### config.mk
export PLATFORM = sky130hd
export DESIGN_NAME = register_rx
export DESIGN_NICKNAME = d
export VERILOG_FILES = /design/src/rtl/register_rx.sv
export SDC_FILE = /design/constraint.sdc
export NUM_CORES = 1
export LEC_CHECK = 0
export CAP_MARGIN = 5
export CELL_PAD_IN_SITES_DETAIL_PLACEMENT = 2
export CELL_PAD_IN_SITES_GLOBAL_PLACEMENT = 2
export CORE_UTILIZATION = 30
export CTS_CLUSTER_SIZE = 12
export DETAILED_ROUTE_END_ITERATION = 7
export PLACE_DENSITY_LB_ADDON = 0.2
export SYNTH_ARGS = -nofsm -noshare
export SYNTH_HDL_FRONTEND = slang
export SYNTH_SLANG_ARGS = --single-unit
### constraint.sdc
create_clock -name clk -period 1.9 [get_ports clk]
set_clock_uncertainty 0.05 [all_clocks]
set_input_delay 0.38 -clock clk [delete_from_list [all_inputs] [get_ports clk]]
set_output_delay 0.38 -clock clk [all_outputs]
set_load 0.005 [all_outputs]
### src/rtl/register_rx.sv
// Serial-in / parallel-out receiver for the LSB-first shift-out link, with a valid/ack holding register.
// Define REGISTER_RX_PARITY_EN to expect one trailing even-parity bit per frame.
module register_rx #(
  parameter int WIDTH = 4,
  parameter int CNT_W = 5
) (
  input  logic             clk,
  input  logic             reset_n,
  input  logic             rx,
  input  logic             rx_en,
  input  logic             data_ack,
  output logic [WIDTH-1:0] data_out,
  output logic             data_valid,
  output logic [CNT_W-1:0] counter,
  output logic             overrun,
  output logic             frame_err,
  output logic             parity_err
);

  // Handshake: data_valid rises when a frame completes and holds until an edge
  // where data_ack=1 and data_valid=1; a completing frame in that same edge keeps it set.

`ifdef REGISTER_RX_PARITY_EN
  localparam int FRAME = WIDTH + 1;
`else
  localparam int FRAME = WIDTH;
`endif

  localparam logic [CNT_W-1:0] LAST = CNT_W'(FRAME - 1);

  typedef enum logic [1:0] {
    IDLE     = 2'd0,
    SHIFT    = 2'd1,
    WAIT_LOW = 2'd2
  } state_t;

  state_t             state_q, state_d;
  logic [CNT_W-1:0]   counter_q, counter_d;
  logic [FRAME-1:0]   shift_q, shift_d;
  logic [WIDTH-1:0]   data_q, data_d;
  logic               valid_q, valid_d;
  logic               overrun_q, overrun_d;
  logic               frame_err_q, frame_err_d;
`ifdef REGISTER_RX_PARITY_EN
  logic               parity_q, parity_d;
`endif

  always_comb begin
    state_d     = state_q;
    counter_d   = counter_q;
    shift_d     = shift_q;
    data_d      = data_q;
    valid_d     = valid_q;
    overrun_d   = overrun_q;
    frame_err_d = 1'b0;
`ifdef REGISTER_RX_PARITY_EN
    parity_d    = parity_q;
`endif

    if (valid_q && data_ack) valid_d = 1'b0;

    case (state_q)
      IDLE: begin
        if (rx_en) begin
          shift_d[0] = rx;
          counter_d  = CNT_W'(1);
          state_d    = SHIFT;
        end
      end
      SHIFT: begin
        if (rx_en) begin
          for (int i = 0; i < FRAME; i++) begin
            if (counter_q == CNT_W'(i)) shift_d[i] = rx;
          end
          if (counter_q == LAST) begin
            // Counter shows the full frame length for one cycle, then WAIT_LOW clears it.
            data_d    = shift_d[WIDTH-1:0];
            valid_d   = 1'b1;
            if (valid_q && !data_ack) overrun_d = 1'b1;
`ifdef REGISTER_RX_PARITY_EN
            parity_d  = ^shift_d;
`endif
            counter_d = CNT_W'(FRAME);
            state_d   = WAIT_LOW;
          end else begin
            counter_d = counter_q + CNT_W'(1);
          end
        end else begin
          frame_err_d = 1'b1;
          counter_d   = '0;
          state_d     = IDLE;
        end
      end
      WAIT_LOW: begin
        counter_d = '0;
        if (!rx_en) state_d = IDLE;
      end
      default: begin
        counter_d = '0;
        state_d   = IDLE;
      end
    endcase
  end

  always_ff @(posedge clk) begin
    if (!reset_n) begin
      state_q     <= IDLE;
      counter_q   <= '0;
      shift_q     <= '0;
      data_q      <= '0;
      valid_q     <= 1'b0;
      overrun_q   <= 1'b0;
      frame_err_q <= 1'b0;
`ifdef REGISTER_RX_PARITY_EN
      parity_q    <= 1'b0;
`endif
    end else begin
      state_q     <= state_d;
      counter_q   <= counter_d;
      shift_q     <= shift_d;
      data_q      <= data_d;
      valid_q     <= valid_d;
      overrun_q   <= overrun_d;
      frame_err_q <= frame_err_d;
`ifdef REGISTER_RX_PARITY_EN
      parity_q    <= parity_d;
`endif
    end
  end

  assign data_out   = data_q;
  assign data_valid = valid_q;
  assign counter    = counter_q;
  assign overrun    = overrun_q;
  assign frame_err  = frame_err_q;
`ifdef REGISTER_RX_PARITY_EN
  assign parity_err = parity_q;
`else
  assign parity_err = 1'b0;
`endif

endmodule

# Yosys cells after proc, flatten, opt, wreduce, memory -nomap -nowiden
# Cells that the tools add are included.
dict set report op_classes {
  add_sub_neg 1
  n_eq_ne 9
  muxes 21
  reduce_logical 12
}
# cell n
set ops {}
lappend ops {{5-bit two-way mux} 3}
lappend ops {{1-bit two-way mux} 11}
lappend ops {{5-bit by 2-bit equality test with 1-bit output, second input constant} 2}
lappend ops {{5-bit case mux with 2 select lines} 1}
lappend ops {{3-bit AND reduction} 3}
lappend ops {{2-bit two-way mux} 4}
lappend ops {{2-bit != test, second input constant} 3}
lappend ops {{2-bit case mux with 3 select lines} 1}
lappend ops {{5-bit by 1-bit adder with 5-bit output, second input constant} 1}
lappend ops {{5-bit by 1-bit equality test with 1-bit output, second input constant} 1}
lappend ops {{5-bit logical NOT} 1}
lappend ops {{2-bit AND reduction} 2}
lappend ops {{4-bit AND reduction} 1}
lappend ops {{3-bit != test, second input constant} 1}
lappend ops {{2-bit by 1-bit equality test with 1-bit output, second input constant} 1}
lappend ops {{2-bit equality test, second input constant} 1}
lappend ops {{1-bit logical AND} 2}
lappend ops {{2-bit logical NOT} 1}
lappend ops {{1-bit case mux with 2 select lines} 1}
lappend ops {{2-bit nonzero test} 1}
lappend ops {{1-bit logical NOT} 1}
dict set report word_totals {
  regBits 18
  input_bits 5
  out_inout_bits 13
  word_cells 51
}

# Logic depth before layout (Yosys ltp)
dict set report depth {
  ltp_word 5
  depth_mapped 5
}

# Least setup slack after synthesis
# No wires, ideal clock.
dict set report synth_path {
  path_kind {register to register}
  startpoint {register counter_q[0], in the netlist counter[0]}
  endpoint {register data_q[1], in the netlist data_out[1]}
  setup_time_ns 0.128
  arrival_time_ns 1.363
  setup_slack_ns 0.359
  stages_incl_launch_ff 5
  cell_sequence {dfxtp_1 ha_1 or4b_4 nor2_4 a311oi_1}
}
dict set report synth_between {
  elab_chain_cells 2
  elab_cells_between_ends 4
  classes_between {eq/ne (2); mux (1); reduce/logical (1)}
}
# element line_no
set synth_lines {}
lappend synth_lines {{from (decl)} 38} ;# logic [CNT_W-1:0] counter_q, counter_d;
lappend synth_lines {{from (signal assigned)} 119} ;# counter_q <= counter_d;
lappend synth_lines {{5-bit by 2-bit equality test with 1-bit output / 5-bit by 1-bit equality test with 1-bit output (equally long branches)} {75, 73}}
lappend synth_lines {{3-bit AND reduction (no source line) / 1-bit two-way mux (equally long branches)} -}
lappend synth_lines {{to (signal assigned)} 121} ;# data_q <= data_d;
lappend synth_lines {{to (decl)} 40} ;# logic [WIDTH-1:0] data_q, data_d;
# Several ways; a longest one is shown, not always the timed one.
# A chain may end at the register's enable or synchronous reset.

# Worst setup path in the final report
dict set report layout_path {
  startpoint {register counter_q[2], in the netlist counter[2]}
  endpoint {output counter[2]}
}
# element line_no
set layout_rtl {}
lappend layout_rtl {{to (decl)} 14} ;# output logic [CNT_W-1:0] counter,
# No word-level cell between the ends.

==> reports/qor.csv <==
stage,metric,value,unit
run_status,status,"complete, no violations",
grt,grt ovf,0,
worst_hold_path,Hold Startpoint,shift_q[2],
place,DP HPWL,1820,microns
synthesis,Synthesized Nets,104,
worst_hold_path,worst hold-check path type,register to register,
route,vias,777,
route,DR WL/cell,16.7,microns
finish,n_diodes,0,
clock_network,CTS sink count,17,
pwr,LEAKAGE,0.000431,uW
route,detailed-route vias per instance,5.36,
die,DIE WIDTH,56.6,microns
synthesis,Commonest cells post-synth,"17 x dfxtp_1, 9 x nand3_1, 8 x nand2_1, 6 x a21oi_1, 5 x buf_4",
route,WL final,2420,microns
pwr,Tot Pwr,653,uW
critical_path,Worst EP required,1.47,ns
clock_network,clk root buf,clkbuf_4,
finish,share of layout cells above drive strength 1,16.7,%
grt,initial antenna violation count,0,
die,Die ar.,3200,sq um
die,Row Count,19,
pwr,maximum VDD drop,256,uV
timing,Peak Freq,549,MHz
grt,vias in the first global route,850,
place,Placer Congestion,0.748,
finish,final core utilization,40.4,%
worst_hold_path,hold depth,2,
place,number of port buffers,16,
clock_network,Clock Path Buffers,2,
synthesis,Yosys top cell area share,38.0,%
critical_path,capturing point of the worst reg2reg path,data_out[1],
synthesis,"FF+latch count, synth",17,
critical_path,worst-path maximum fanout,6,
route,Post-DRT Antenna Nets,0,
die,Die Height,56.6,microns
timing,Fin. Hold Viols,0,
synthesis,sequential area share after synthesis,38.0,%
finish,Nets,124,
timing,Period minus WS final,1.82,ns
die,IO Count,18,
synthesis,number of synthesized flops with an enable pin,0,
synthesis,Post-synth ARST share,0,%
clock_network,CTS Buf Count,3,
timing,# setup viols final,0,
grt,all-layer global routing usage,17.2,%
timing,Final Max Slew Viols,0,
critical_path,Crit path arrival time,1.39,ns
place,placed instance count,141,
clock_network,TritonCTS clock tree,done,
grt,global-route wire length before repair,4230,microns
timing,final period utilization,95.8,%
clock_network,worst-skew pair later-pin latency,0.31,ns
die,Core ar.,2780,sq um
critical_path,worst path buffer plus inverter count,1,
clock_network,Post-CTS Hold Fix Bufs,0,
finish,non-filler instance count after layout,145,
critical_path,Worst Setup Start Kind,register,
finish,"Area growth, synth to finish",25.5,%
critical_path,"Cell Chain, Critical Path",clkdlybuf4s50_1,
critical_path,CP max-delay cell,clkdlybuf4s50_1,
critical_path,Worst path top cell family by delay,buffers and inverters,
die,Initial Util,32.2,%
critical_path,origin of the critical flop-to-flop path,counter[0],
synthesis,"Top FF cell, synth",dfxtp_1,
synthesis,post-synth cell types,36,
clock_network,clk slew on worst S/H paths,0.10,ns
route,# DRC,0,
synthesis,synthesized instance count,95,
critical_path,Setup Crit Path Kind,register to output pin,
synthesis,post-synthesis cell area,895,sq um
clock_network,htree depth,1,
route,DR pass1 iterations,4,
critical_path,r2r setup slk,0.31,ns
critical_path,Slowest Stage Delay on Critical Path,0.57,ns
route,Starting DRT DRC Count,11,
critical_path,CP endpoint kind,output pin,
pwr,power per cell area,582,nW/um^2
synthesis,Ys Warns,0,
synthesis,Syn Area/Cell,9.42,sq um
timing,RSZ-0062 raised after global routing,no,
synthesis,Synth area leader,dfxtp_1,
job,number of max-cap violations,0,
timing,Setup TNS,0,ns
clock_network,Post-CTS Setup Repair Bufs,0,
grt,largest net degree at the start of global routing,12,
synthesis,"count leader, synth",dfxtp_1,
synthesis,Synth area leaders,"dfxtp_1 38%, ha_1 5.6%, nand3_1 5.0%, mux2i_1 4.5%, buf_4 4.2%",
worst_hold_path,Min-Delay Endpoint,shift_q[2],
critical_path,R2R cell count,4,
-- metrics by stage --
stage                     hold slack (ns)  worst slack (ns)  instance area (sq um)
after floorplan                     0.383             0.359                    895
after global placement              0.396             0.179                   1090
after detailed placement            0.410             0.118                   1090
after CTS                           0.425            0.0132                   1120
after global routing                0.449            0.0232                   1120
final                               0.418            0.0792                   1120
-- worst min-delay path, cell delays in order, from the launching register on --
cell     delay (ns)
dfxtp_1        0.32
nand2_1        0.05
mux2i_1        0.05
-- cells in the final DEF, fill, tap and decap left out, drive strengths merged --
master / instances
or3: 1
a211oi: 1
nor3: 3
nand3b: 1
clkbuf: 3
o21ai: 3
a21bo: 2
buf: 5
a21oi: 6
nand4: 1
o211a: 2
clkinvlp: 1
a31oi: 1
nor2b: 4
ha: 4
a2bb2oi: 1
xnor2: 1
clkdlybuf4s50: 16
nor2: 3
a311oi: 2
mux2i: 4
or4b: 1
nand2: 8
nor4b: 2
conb: 1
o21a: 2
nand3: 9
nand2b: 1
dfxtp: 17
o32ai: 1
and3b: 1
inv: 4
xor2: 1
and3: 1
-- worst max-delay path by stage --
stage	from	end	slack [ns]	cells past startpoint
2_1_floorplan	counter[0]	data_out[1]	0.36	4
3_3_place_gp	rx_en	data_out[1]	0.18	4
3_5_place_dp	rx_en	data_out[2]	0.12	4
4_1_cts	counter[4]	counter[4]	0.01	1
5_1_grt	counter[2]	counter[2]	0.02	1
6_report	counter[2]	counter[2]	0.08	1
-- registers in the layout, summed over array words and instances, names as in the netlist --
register,flops
data_out,4
counter,5
state_q,2
data_valid,1
shift_q,3
frame_err,1
overrun,1
-- timing repair --
| action | in CTS | in global routing |
|---|---|---|
| hold endpoints to repair | 0 | 0 |
| pin swaps | 0 | 0 |
| gates resized for setup | 1 | 1 |
| cloned | 0 | 0 |
| setup endpoints to repair | 1 | 1 |
-- layout make-up --
cell class / count / area [sq um]
inverter: 4 / 15.0
sequential: 17 / 343
clock inverter: 1 / 7.51
multi-input combinational: 68 / 498
clock buffer: 3 / 22.5
timing repair buffer: 21 / 198
tap: 31 / 38.8
fill: 314 / 1660
-- where the power goes --
part / switching (uW) / leakage, uW / internal (uW)
Clock: 135 / 0.0000139 / 80.3
Sequential: 5.45 / 0.000139 / 362
Combinational: 37.9 / 0.000278 / 32.3
Total: 178 / 0.000431 / 475
-- metal layers --
metal	share of wire, %	GRT usage (%)	up-vias	wire length, microns
met2	51	29.7	11	1240
met4	1.7	7.67	0	42
met1	45	21.2	385	1090
met5	0	0	-	0
li1	-	-	376	-
met3	1.8	2.07	5	43
-- logic make-up (layout without fill, tap and decap cells) --
group           Yosys count  after routing  synth area share, %
flops                    17             17                 38.0
compound gates           21             21                 16.6
simple gates             36             36                 26.6
other cells               1              1                0.419
xor+xnor                  2              2                 1.96
fa+ha+maj                 4              4                 5.59
mux                       4              4                 4.48
buf+inv                  10             29                 6.29
Note: power is estimated with default switching activity, not from simulation.
